## config.mk

```make
export PLATFORM = sky130hd
export DESIGN_NAME = bird_physics
export DESIGN_NICKNAME = d
export VERILOG_FILES = /design/src/rtl/bird_physics.sv
export SDC_FILE = /design/constraint.sdc
export NUM_CORES = 1
export LEC_CHECK = 0
export ABC_AREA = 1
export CORE_ASPECT_RATIO = 0.6
export CORE_MARGIN = 1
export CORE_UTILIZATION = 38
export CTS_BUF_LIST = sky130_fd_sc_hd__clkbuf_2 sky130_fd_sc_hd__clkbuf_4 sky130_fd_sc_hd__clkbuf_8
export DETAILED_ROUTE_END_ITERATION = 12
export GPL_TIMING_DRIVEN = 0
export PLACE_DENSITY_LB_ADDON = 0.08
export SLEW_MARGIN = 30
export SYNTH_ARGS = -nofsm -noshare
export SYNTH_HDL_FRONTEND = slang
export SYNTH_SLANG_ARGS = --single-unit
```

## constraint.sdc

```tcl
create_clock -name clk -period 4.69 [get_ports clk]
set_input_delay 0.938 -clock clk [delete_from_list [all_inputs] [get_ports clk]]
set_output_delay 0.938 -clock clk [all_outputs]
set_load 0.01 [all_outputs]
```

## src/rtl/bird_physics.sv

```systemverilog
// bird_physics: vertical-motion stage for the Flappy Bird bird.
//   Integrates gravity and flap impulses once per physics tick.
//   Runs the bird life cycle: waiting (IDLE), flying (FLYING), dead (DEAD).
// Ports:
//   clk, reset      - clock, synchronous active-high reset
//   tick            - one-cycle physics-step pulse
//   press           - synchronized flap button level
//   collision       - obstacle hit from the collision unit
//   birdTop/birdBot - registered vertical extent of the bird (9 bits)
//   birdLeft/Right  - constant horizontal extent (10 bits)
//   alive, dead     - state decodes (FLYING, DEAD)
module bird_physics #(
  parameter int SCREEN_H = 480,
  parameter int BIRD_H   = 16,
  parameter int BIRD_W   = 16,
  parameter int BIRD_X   = 100,
  parameter int START_Y  = 232,
  parameter int FLAP_VEL = -6,
  parameter int GRAVITY  = 1,
  parameter int MAX_FALL = 7
) (
  input  logic       clk,
  input  logic       reset,
  input  logic       tick,
  input  logic       press,
  input  logic       collision,
  output logic [8:0] birdTop,
  output logic [8:0] birdBot,
  output logic [9:0] birdLeft,
  output logic [9:0] birdRight,
  output logic       alive,
  output logic       dead
);

  typedef enum logic [1:0] {IDLE, FLYING, DEAD} state_t;

  state_t            state, state_n;
  logic signed [9:0] y, y_nx;
  logic signed [5:0] vel, vel_nx;
  logic              press_q, flap_pend, flap_pend_nx;
  logic [8:0]        bot_q;

  // 11-bit signed working values so y+vel and y+BIRD_H never wrap
  logic signed [10:0] vel_inc, vel_n, y_n;
  logic               flap_edge;

  assign flap_edge = press & ~press_q;

  always_comb begin
    state_n      = state;
    y_nx         = y;
    vel_nx       = vel;
    flap_pend_nx = flap_pend;
    vel_inc      = 11'(vel) + 11'(GRAVITY);
    vel_n        = '0;
    y_n          = '0;
    case (state)
      IDLE: begin
        if (flap_edge) begin
          state_n      = FLYING;
          flap_pend_nx = 1'b1;
        end
      end
      FLYING: begin
        if (collision) begin
          // collision wins over a same-cycle tick: freeze position
          state_n = DEAD;
        end else if (tick) begin
          if (flap_pend || flap_edge)     vel_n = 11'(FLAP_VEL);
          else if (vel_inc > 11'(MAX_FALL)) vel_n = 11'(MAX_FALL);
          else                            vel_n = vel_inc;
          y_n          = 11'(y) + vel_n;
          flap_pend_nx = 1'b0;
          if (y_n < 11'sd0) begin
            y_nx   = '0;
            vel_nx = '0;
          end else if (y_n + 11'(BIRD_H) > 11'(SCREEN_H)) begin
            y_nx    = 10'(SCREEN_H - BIRD_H);
            vel_nx  = vel_n[5:0];
            state_n = DEAD;
          end else begin
            y_nx   = y_n[9:0];
            vel_nx = vel_n[5:0];
          end
        end else if (flap_edge) begin
          flap_pend_nx = 1'b1;
        end
      end
      default: ; // DEAD: everything held until reset
    endcase
  end

  always_ff @(posedge clk) begin
    if (reset) begin
      state     <= IDLE;
      y         <= 10'(START_Y);
      vel       <= '0;
      flap_pend <= 1'b0;
      press_q   <= 1'b0;
      bot_q     <= 9'(START_Y + BIRD_H - 1);
    end else begin
      state     <= state_n;
      y         <= y_nx;
      vel       <= vel_nx;
      flap_pend <= flap_pend_nx;
      press_q   <= press;
      bot_q     <= y_nx[8:0] + 9'(BIRD_H - 1);
    end
  end

  // 0 <= y <= SCREEN_H-BIRD_H always holds, so the low 9 bits are exact
  assign birdTop   = y[8:0];
  assign birdBot   = bot_q;
  assign birdLeft  = 10'(BIRD_X);
  assign birdRight = 10'(BIRD_X + BIRD_W - 1);
  assign alive     = (state == FLYING);
  assign dead      = (state == DEAD);

endmodule

```

==> key figures <==
Finish
  • Layout Nets: 477
  • Diodes inserted: 0
  • Fraction of layout cells with a size suffix above 1: 0.2538
  • Area grow syn2layout: 34.48%
  • Share of the core filled with cells: 0.5303
  • Non-Filler Instances: 541

Critical path
  • Worst setup EP type: register
  • Worst setup path start: press
  • R2R cell count: 32
  • CP required: 4.86 ns
  • Max incr delay on CP: 0.41 ns
  • Worst r2r dst: birdBot[8]
  • R2R setup slack: 0.39 ns
  • Critical Path End: birdBot[8]
  • WS Path Type: in2reg
  • Worst r2r src: vel[0]
  • CP max stage cell: clkdlybuf4s50_1
  • Worst Path Arrival: 4.60 ns
  • Type of origin of the critical path: primary input
  • Crit-path max FO: 5

Synthesis
  • Distinct cells, synth: 32
  • Avg Inst Size Synth: 6.179 um^2
  • Synth top cells by count: nand2_1 (125), inv_1 (48), nor2_1 (35)
  • Ranking of synthesized cells by area: dfxtp_1 (24%), nand2_1 (19%), buf_4 (9.0%)
  • Cells after Synth: 390
  • Post-synth EDFFs: 0
  • Xor and xnor area share after synthesis: 0.02181
  • Yosys warnings: 0
  • Synth Cell Area: 0.002410 mm^2
  • Async SR Flop Fraction: 0
  • Dominant synthesized flop cell: dfxtp_1
  • Synth Register Bits: 29
  • Top-count cell post-synth: nand2_1
  • Sequential area share after synthesis: 0.2409
  • Post-synthesis compound-gate area fraction: 0.07529
  • Multiplexer area fraction after synthesis: 0
  • Synth Area in Adders: 0.08619
  • Cell taking the most area after synthesis: dfxtp_1
  • Synth Area in Simple Gates: 0.3790
  • Largest family of logic cells by synthesized area: simple AND/OR/NAND/NOR gates
  • Synth top area share: 0.2409

Placement
  • Post-DP HPWL: 4902 um
  • Routability cong.: 0.8927
  • Placed insts: 515
  • DP Worst Slack: -1.024 ns
  • I/O Buffers: 23

Pwr
  • Total power: 969.6 uW
  • Leakage power: 0.001595 uW
  • Peak VDD IR: 0.1542 mV
  • Power Density: 299.2 mW/mm^2

Timing
  • Tmin final: 4.425 ns
  • Clk_skew: 0.006412 ns
  • Worst Max-Slew Pin Slew: 0.5564 ns
  • Max Slew Vio Count: 0
  • Worst slew margin: 0.6291
  • Setup ws final: 0.2651 ns
  • Endpoints failing setup: 0
  • Final hold violations: 0
  • Tcrit/Tclk final: 0.9435
  • Max Clock Freq: 0.2260 GHz
  • WHS: 0.4735 ns

Die
  • Starting Density: 0.3943
  • Die area: 0.006675 mm^2
  • Die Ht: 63.69 um
  • Die width: 104.8 um
  • Core ar.: 0.006111 mm^2
  • I/O Pins: 45
  • Row count: 22

CTS
  • Worst skew pair latency: 0.28 ns
  • Number of buffers created by CTS: 5
  • Hold-fix buffers, CTS: 0
  • H-tree levels: 2
  • Max Buffers Root-to-Sink: 2
  • CTS tree: done
  • CTS root buffer: clkbuf_8
  • Clk slew on worst S/H paths: 0.06 ns
  • Clock Sinks: 29

GRT
  • Total track usage: 0.1947
  • Vias in the first global route: 2,030
  • Largest net degree at the start of global routing: 11
  • Global-route wire length before repair: 10,140 um
  • Initial antenna violation count: 0
  • GR Overflow Total: 0

Detailed routing
  • Post-DRT Antenna Nets: 0
  • Wirelength per Cell: 11.97 um
  • Routed WL: 6475 um
  • Initial DRT Pass Iterations: 7
  • Via-to-Cell Ratio: 4.521
  • DRC Markers: 0
  • Routed via count: 2,446
  • Initial DRC count: 193

Job
  • Max_cap viols: 0

Status
  • Status: finished clean

Min path
  • Worst hold-check path type: reg2reg
## worst min-delay path by stage
stage                     startpoint   endpoint  depth (start not counted)
after global routing          vel[5]     vel[5]                          2
after CTS                       y[9]       y[9]                          2
after global placement     flap_pend  flap_pend                          2
after detailed placement   flap_pend  flap_pend                          2
final                           y[9]       y[9]                          2
after floorplan            flap_pend  flap_pend                          2
## cell families (layout without fill, tap and decap cells)
kind of cell             Yosys count  in the layout
AO/OA/AOI/OAI                     31             31
XOR/XNOR                           6              6
adder cells (fa/ha/maj)           16             16
buffers and inverters             93            142
flip-flops                        29             29
other                              2             20
AND/OR/NAND/NOR                  213            213
## sequential cells by signal (all words and copies together) (netlist names)
| register | count |
|---|---|
| y | 10 |
| birdBot | 9 |
| vel | 6 |
| state | 2 |
| flap_pend | 1 |
| press_q | 1 |
## area by class of cell
cell class	instances	area (um^2)
Clock buffer	7	96.34
Inverter	59	224.0
Multi-Input combinational cell	286	1614
Timing Repair Buffer	41	365.4
Clock inverter	1	5.005
Tap cell	84	105.1
Fill cell	614	2870
Sequential cell	29	585.6
Buffer	34	245.2
## stage by stage
step	area, um^2	TNS (ns)
after floorplan	2477	0
after global placement	2813	-8.888
after detailed placement	2813	-12.29
after CTS	3007	0
after global routing	3241	-0.02457
final	3241	0
## layer usage
metal	track usage	vias up	part of all wire
met5	0	-	0
met4	0.04225	0	0.0057
met3	0.03830	4	0.067
met2	0.2541	68	0.40
met1	0.3138	1088	0.53
li1	-	1286	-
## cell usage in the layout (no fill, tap or decap), types with 11 or more instances in the layout
cell type,synthesis,layout
conb_1,2,20
clkdlybuf4s50_1,0,23
nand3_1,29,25
nand2_2,7,11
dfxtp_1,29,27
inv_2,10,13
buf_4,29,47
nor2_1,35,32
nand2_1,125,120
a21oi_1,22,19
inv_1,48,44
## power breakdown
group / internal [uW] / switching (uW) / leakage (uW) / total [uW]
clock: 132 / 97.0 / 0.0000542 / 229
sequential: 260 / 9.73 / 0.000238 / 270
combinational: 190 / 281 / 0.00130 / 470
## critical path, delay by kind of cell
family / cells / cell delay [ns]
AOI/OAI and AO/OA: 4 / 0.63
and+or+nand+nor: 15 / 1.24
adders and majority gates: 4 / 0.87
buffers and inverters: 7 / 0.91
## what timing repair did
action,CTS,global route
buffers inserted,5,13
endpoints found under the setup margin,20,8
resized for setup,15,33
pin swaps,7,14
(Power assumes the default switching activity.)
